$ cat src/rtl/vme_pkg.sv
`default_nettype none
// ============================================================================
// Module      : vme_pkg
// Description : Shared types and constants for the A16/D8 VME initiator.
// Revision    : 1.0 - initial release
// ============================================================================
package vme_pkg;

  // Bus-cycle sequencing states of the initiator
  typedef enum logic [2:0] {
    ST_IDLE  = 3'd0,
    ST_SETUP = 3'd1,
    ST_ASTB  = 3'd2,
    ST_DSTB  = 3'd3,
    ST_REL   = 3'd4,
    ST_FIN   = 3'd5
  } state_t;

  // A16 address modifiers accepted by the board responder
  localparam logic [5:0] AM_A16_SUP = 6'h2D;
  localparam logic [5:0] AM_A16_USR = 6'h29;

endpackage
`default_nettype wire

$ cat src/rtl/vme_sync.sv
`default_nettype none
// ============================================================================
// Module      : vme_sync
// Description : Two-flop synchronizer for active-low asynchronous backplane
//               handshakes. Resets to 1 so a reset never looks like an
//               asserted strobe.
// Revision    : 1.0 - initial release
// ============================================================================
module vme_sync
  import vme_pkg::*;
(
  input  logic clk,
  input  logic rst,
  input  logic i_async,
  output logic o_sync
);

  logic meta_q;
  logic meta_d;
  logic sync_q;
  logic sync_d;

  // Next value of each stage: plain shift toward the output
  always_comb begin
    meta_d = i_async;
    sync_d = meta_q;
  end

  // Synchronizer stages, idle-high out of reset
  always_ff @(posedge clk) begin
    if (rst) begin
      meta_q <= 1'b1;
      sync_q <= 1'b1;
    end else begin
      meta_q <= meta_d;
      sync_q <= sync_d;
    end
  end

  assign o_sync = sync_q;

endmodule
`default_nettype wire

$ cat src/rtl/vme_a16_master.sv
`default_nettype none
// ============================================================================
// Module      : vme_a16_master
// Description : A16/D8 VME bus initiator. Turns a single local request into
//               a full VME data-transfer cycle (setup, AS, DS, DTACK/BERR
//               wait, release) and returns read data and status.
//               Optional DTACK timeout: define VME_MASTER_TIMEOUT_EN.
// Revision    : 1.0 - initial release
// ============================================================================
module vme_a16_master
  import vme_pkg::*;
#(
  parameter int         SETUP_CYC   = 2,
  parameter logic [7:0] TIMEOUT_CYC = 8'd255
) (
  input  logic        CPLDCLK,
  input  logic        CRST,
  input  logic        REQ,
  input  logic        WR,
  input  logic [15:0] ADDR,
  input  logic [5:0]  AMOD,
  input  logic [7:0]  WDATA,
  output logic        BUSY,
  output logic        DONE,
  output logic        ERR,
  output logic [7:0]  RDATA,
  output logic [15:0] XAO,
  output logic [5:0]  XAMO,
  output logic        XASO,
  output logic [1:0]  XDSO,
  output logic        XWRITEO,
  output logic [7:0]  XDO,
  output logic        XDOE,
  input  logic [7:0]  XDI,
  input  logic        XDTACK,
  input  logic        XBERR
);

  // Last SETUP counter value before moving on to the address strobe
  localparam logic [3:0] SETUP_LAST = 4'(SETUP_CYC - 1);

  logic w_dtack_s;
  logic w_berr_s;

  vme_sync u_sync_dtack (
    .clk     (CPLDCLK),
    .rst     (CRST),
    .i_async (XDTACK),
    .o_sync  (w_dtack_s)
  );

  vme_sync u_sync_berr (
    .clk     (CPLDCLK),
    .rst     (CRST),
    .i_async (XBERR),
    .o_sync  (w_berr_s)
  );

  state_t      state_q,     state_d;
  logic [3:0]  setup_cnt_q, setup_cnt_d;
  logic        busy_q,      busy_d;
  logic        done_q,      done_d;
  logic        err_q,       err_d;
  logic [7:0]  rdata_q,     rdata_d;
  logic [15:0] xao_q,       xao_d;
  logic [5:0]  xamo_q,      xamo_d;
  logic        xaso_q,      xaso_d;
  logic [1:0]  xdso_q,      xdso_d;
  logic        xwriteo_q,   xwriteo_d;
  logic [7:0]  xdo_q,       xdo_d;
  logic        xdoe_q,      xdoe_d;
`ifdef VME_MASTER_TIMEOUT_EN
  logic [7:0]  to_cnt_q,    to_cnt_d;
`else
  logic        unused_timeout;
  assign unused_timeout = ^TIMEOUT_CYC;
`endif

  // Next-state and registered-output computation for the bus cycle
  always_comb begin
    state_d     = state_q;
    setup_cnt_d = setup_cnt_q;
    busy_d      = busy_q;
    done_d      = 1'b0;
    err_d       = err_q;
    rdata_d     = rdata_q;
    xao_d       = xao_q;
    xamo_d      = xamo_q;
    xaso_d      = xaso_q;
    xdso_d      = xdso_q;
    xwriteo_d   = xwriteo_q;
    xdo_d       = xdo_q;
    xdoe_d      = xdoe_q;
`ifdef VME_MASTER_TIMEOUT_EN
    to_cnt_d    = to_cnt_q;
`endif

    case (state_q)
      ST_IDLE: begin
        if (REQ) begin
          xao_d       = ADDR;
          xamo_d      = AMOD;
          xwriteo_d   = ~WR;
          xdo_d       = WDATA;
          xdoe_d      = WR;
          busy_d      = 1'b1;
          err_d       = 1'b0;
          setup_cnt_d = 4'd0;
          state_d     = ST_SETUP;
        end
      end

      ST_SETUP: begin
        if (setup_cnt_q == SETUP_LAST) begin
          xaso_d  = 1'b0;
          state_d = ST_ASTB;
        end else begin
          setup_cnt_d = setup_cnt_q + 4'd1;
        end
      end

      ST_ASTB: begin
        xdso_d  = 2'b10;
        state_d = ST_DSTB;
`ifdef VME_MASTER_TIMEOUT_EN
        to_cnt_d = 8'd0;
`endif
      end

      ST_DSTB: begin
        // BERR has priority: a cycle flagged as error never updates RDATA
        if (!w_berr_s) begin
          err_d   = 1'b1;
          xdso_d  = 2'b11;
          xdoe_d  = 1'b0;
          state_d = ST_REL;
        end else if (!w_dtack_s) begin
          if (xwriteo_q) begin
            rdata_d = XDI;
          end
          xdso_d  = 2'b11;
          xdoe_d  = 1'b0;
          state_d = ST_REL;
        end
`ifdef VME_MASTER_TIMEOUT_EN
        else if (to_cnt_q == TIMEOUT_CYC - 8'd1) begin
          err_d   = 1'b1;
          xdso_d  = 2'b11;
          xdoe_d  = 1'b0;
          state_d = ST_REL;
        end else begin
          to_cnt_d = to_cnt_q + 8'd1;
        end
`endif
      end

      ST_REL: begin
        // Wait for the responder to withdraw both handshakes before AS rises
        if (w_dtack_s && w_berr_s) begin
          xaso_d  = 1'b1;
          done_d  = 1'b1;
          busy_d  = 1'b0;
          state_d = ST_FIN;
        end
      end

      ST_FIN: begin
        state_d = ST_IDLE;
      end

      default: begin
        state_d = ST_IDLE;
      end
    endcase
  end

  // State and output registers, all strobes released by reset
  always_ff @(posedge CPLDCLK) begin
    if (CRST) begin
      state_q     <= ST_IDLE;
      setup_cnt_q <= 4'd0;
      busy_q      <= 1'b0;
      done_q      <= 1'b0;
      err_q       <= 1'b0;
      rdata_q     <= 8'h00;
      xao_q       <= 16'h0000;
      xamo_q      <= 6'h00;
      xaso_q      <= 1'b1;
      xdso_q      <= 2'b11;
      xwriteo_q   <= 1'b1;
      xdo_q       <= 8'h00;
      xdoe_q      <= 1'b0;
`ifdef VME_MASTER_TIMEOUT_EN
      to_cnt_q    <= 8'd0;
`endif
    end else begin
      state_q     <= state_d;
      setup_cnt_q <= setup_cnt_d;
      busy_q      <= busy_d;
      done_q      <= done_d;
      err_q       <= err_d;
      rdata_q     <= rdata_d;
      xao_q       <= xao_d;
      xamo_q      <= xamo_d;
      xaso_q      <= xaso_d;
      xdso_q      <= xdso_d;
      xwriteo_q   <= xwriteo_d;
      xdo_q       <= xdo_d;
      xdoe_q      <= xdoe_d;
`ifdef VME_MASTER_TIMEOUT_EN
      to_cnt_q    <= to_cnt_d;
`endif
    end
  end

  assign BUSY    = busy_q;
  assign DONE    = done_q;
  assign ERR     = err_q;
  assign RDATA   = rdata_q;
  assign XAO     = xao_q;
  assign XAMO    = xamo_q;
  assign XASO    = xaso_q;
  assign XDSO    = xdso_q;
  assign XWRITEO = xwriteo_q;
  assign XDO     = xdo_q;
  assign XDOE    = xdoe_q;

endmodule
`default_nettype wire

$ cat config.mk
export PLATFORM = sky130hd
export DESIGN_NAME = vme_a16_master
export DESIGN_NICKNAME = d
export VERILOG_FILES = /design/src/rtl/vme_pkg.sv /design/src/rtl/vme_sync.sv /design/src/rtl/vme_a16_master.sv
export SDC_FILE = /design/constraint.sdc
export NUM_CORES = 1
export LEC_CHECK = 0
export CAP_MARGIN = 20
export CORE_ASPECT_RATIO = 0.75
export CORE_MARGIN = 5
export CORE_UTILIZATION = 25
export CTS_CLUSTER_SIZE = 8
export DETAILED_ROUTE_END_ITERATION = 6
export GPL_TIMING_DRIVEN = 0
export SLEW_MARGIN = 20
export SYNTH_ARGS = -nofsm -noshare
export SYNTH_HDL_FRONTEND = slang
export SYNTH_SLANG_ARGS = --single-unit
$ cat constraint.sdc
create_clock -name CPLDCLK -period 3 [get_ports CPLDCLK]
set_input_delay 0.9 -clock CPLDCLK [delete_from_list [all_inputs] [get_ports CPLDCLK]]
set_output_delay 0.9 -clock CPLDCLK [all_outputs]
set_load 0.1 [all_outputs]
==> metrics.md <==
| Metric | Value |
|---|---|
| Area of the multi-input gates | a little over 900 sq um |
| Comb pwr share | roughly 27% |
| Buffer depth of the longest clock path | 2 |
| Antenna violations before repair | 0 |
| Vias | around 2000 |
| Slowest Stage Delay on Critical Path | 1150 ps |
| Detail Placement HPWL | ~4.5 mm |
| Startpoint types | register |
| Worst Path Buf+Inv | 1 |
| Sw Ratio | ~34% |
| Avg Inst Size Synth | 8.442 sq um |
| Row count | 29 |
| Required time of the critical path | approximately 2100 ps |
| Share of layout cells above drive strength 1 | 6.897% |
| I/O Buffers | 87 |
| Largest net degree at the start of global routing | 17 |
| Combinational family with the most area after synthesis | simple AND/OR/NAND/NOR gates |
| Placeable Area | 8382 sq um |
| Clock latency on the worst-skew pair | ~290 ps |
| Initial core utilization | about a quarter |
| Area Growth Syn to Fin | 54.13% |
| First-pass GRT wire length | between 10 and 15 mm |
| CP Cell Sequence | clkdlybuf4s50_1 |
| Cells after DPL | roughly 450 |
| Clk_skew | around 5.4 ps |
| WS Path Type | reg2out |
| Ys Warns | 0 |
| IO Pins | 90 |
| Die extent in x | 116.7 microns |
| Min cycle time layout | ~2700 ps |
| Leak Pwr | roughly 1.2 nW |
| Slack of the critical path | between 200 and 300 ps |
| Synth Area in Compound Gates | a little under a fifth |
| Setup TNS | 0 ps |
| Flop2flop setup slack | 1200 ps |
| Slew Limit Fails | 0 |
| Routed WL per cell | roughly 13 microns |
| GRT Total Usage | 11.76% |
| Status | complete, no violations |
| Cell family with most CP delay | buffers and inverters |
| Clock buffer count from CTS | 5 |
| Worst-path clk slew | roughly 70 ps |
| Pre-CTS setup slack | approximately 340 ps |
| Root buf cell | clkbuf_16 |
| Commonest non-fill, non-tap cells in the layout | clkdlybuf4s50_1 (87), nand2_1 (63), dfxtp_1 (56), a21oi_1 (43), clkbuf_1 (12) |
| RSZ-0062 raised after global routing | no |
| Sequential power share | between 40% and 50% |
| Commonest non-fill, non-tap cell in the layout | clkdlybuf4s50_1 |
| Area of the mapped netlist | approximately 2100 sq um |
| Die area | 10510 sq um |
| Final hold slack | about 400 ps |
| Post-Synthesis Net Count | about 300 |
| Internal Power | 0.001269 W |
| Crit Path Max Fanout | 4 |
| Synth Area in XOR/XNOR | 0% |
| Grt ovf | 0 |
| RD Place Congestion | approximately 0.74 |
| Min-delay worst type | reg2reg |
| DR DRC count | 0 |
| Final Non-Filler Cells | roughly 460 |
| PwrDens | between 500 and 600 nW/um^2 |
| Post-Synth Adder-Cell Area | around 1.2% |
| Mux share of post-synthesis cell area | 0% |
| DRT Wirelength | about 6.0 mm |
| Yosys top cell area share | 52.49% |
| Relative slew slack | about a third |
| Post-synthesis sequential area ratio | between 50% and 60% |
| Slowest-stage cell, CP | clkdlybuf4s50_1 |
| CTS tree | yes |
| DRT iter0 DRCs | 133 |
| Via-to-Cell Ratio | 4.467 |
| Vias in the first global route | ~1900 |
| Net switching power | roughly 0.00065 W |
| Crit path capture type | output port |
| TritonRoute pass-1 iters | 4 |
| Post-CTS Hold Buffers | 0 |
| # setup viols final | 0 |
| VDD IR-drop max | between 200 and 300 uV |
| Actual slew at the worst max-slew pin | 998.1 ps |
| Max-cap violation count | 0 |
| Dominant cells by area after synthesis | dfxtp_1 (52%), nand2_1 (11%), a21oi_1 (10%) |
| Sink Count | 56 |
| Synth Area in Simple Gates | 21.85% |
| Crit path DAT | around 1800 ps |
| Remaining antenna violation count | 0 |
| Final net count | roughly 390 |
| Hold Vio Cnt, Final | 0 |
| Post-CTS Setup Repair Bufs | 0 |
| Chip height | 90.05 microns |
| Diode count | 0 |
| Reg area | 1121 sq um |
| Cells after Synth | about 250 |
| Unique cell type count in the Yosys netlist | 37 |
| Clock power frac | 30.8% |
| Leading area contributor after synthesis | dfxtp_1 |
| FILL cells | 878 |
| Post-CTS resize count | 0 |
| H-tree depth | 2 |
| Fmax | 0.3696 GHz |
| Yosys reg bits | 56 |
| Tcrit/Tclk final | between 90% and 100% |
[power by group through the flow]
stage                     Sequential (W)  Clock (W)  Combinational (W)
after detailed placement        0.000824          0           0.000525
final                           0.000806   0.000591           0.000522
after global placement          0.000822          0           0.000523
after floorplan                  0.00107          0           0.000120
after global routing            0.000813   0.000657           0.000551
after CTS                       0.000806   0.000616           0.000527
[metal layers]
layer | routed length (microns) | GRT usage, % | vias to the layer above | part of all wire, %
met5 | 0 | 0 | - | 0
met4 | 89 | 3.725 | 0 | 1.5
met3 | 418 | 4.295 | 6 | 6.9
met2 | 2687 | 17.23 | 51 | 45
met1 | 2835 | 15.96 | 940 | 47
li1 | - | - | 1040 | -
[Yosys cell counts]
library cell  number
a21oi_2            2
buf_4              1
nand3b_1           1
a21oi_1           43
and2_1             1
or2_2              4
o31a_1             1
clkbuf_1          11
nand2b_1           2
nor3b_1            2
nor2_1             5
nand4b_1           2
a41o_1             1
o21a_1             1
nor4b_2            1
conb_1             1
or3b_1             1
o21bai_1           2
and4b_1            1
buf_2              7
o211ai_1           5
nor2b_1            1
a21o_1             3
inv_1              4
ha_1               2
or4b_1             1
a211oi_1           1
nand2_1           63
a2111oi_0          1
buf_6              1
or3_1              3
nor3_1             1
o21ai_0           10
or3b_2             1
a2bb2oi_1          1
dfxtp_1           56
nand3_1            9
[metrics by stage]
step | utilization (%) | total power (W) | cell area (sq um)
6_report | 39.27 | 0.001920 | 3292
5_1_grt | 39.27 | 0.002021 | 3292
4_1_cts | 39.27 | 0.001950 | 3292
2_1_floorplan | - | 0.001187 | 2136
3_3_place_gp | 37.48 | 0.001345 | 3142
3_5_place_dp | 37.48 | 0.001349 | 3142
[final cells by class]
cell class	count	share of cell area, %
timing repair buffer	87	26.45
sequential	56	34.06
multi-input combinational	173	27.48
buffer	20	2.889
inverter	4	0.4561
tap	108	4.105
clock inverter	1	0.2280
clock buffer	7	4.333
[logic make-up (layout without fill, tap and decap cells)]
| logic type | Yosys count | count (layout) |
|---|---|---|
| and+or+nand+nor | 99 | 99 |
| AOI/OAI and AO/OA | 71 | 71 |
| DFF | 56 | 56 |
| buffers and inverters | 24 | 119 |
| adders and majority gates | 2 | 2 |
| other | 1 | 1 |
[flip-flops by register name, summed over array words and instances (netlist names)]
signal and flops:
u_sync_berr.meta_q 1, DONE 1, XAMO 6, ERR 1
RDATA 8, BUSY 1, u_sync_dtack.meta_q 1, u_sync_berr.o_sync 1
XDO 8, u_sync_dtack.o_sync 1, state_q 3, XWRITEO 1
XDSO 1, XDOE 1, XAO 16, XASO 1
setup_cnt_q 4
[path summary, 6_finish.rpt]
path,start,to,cells past startpoint
worst max-delay path,XWRITEO,XWRITEO,1
worst min register to register,u_sync_berr.meta_q,u_sync_berr.o_sync,1
worst min-delay path,u_sync_berr.meta_q,u_sync_berr.o_sync,1
worst max register to register,setup_cnt_q[0],state_q[0],4
No activity file was read; power rests on OpenSTA's default activity.
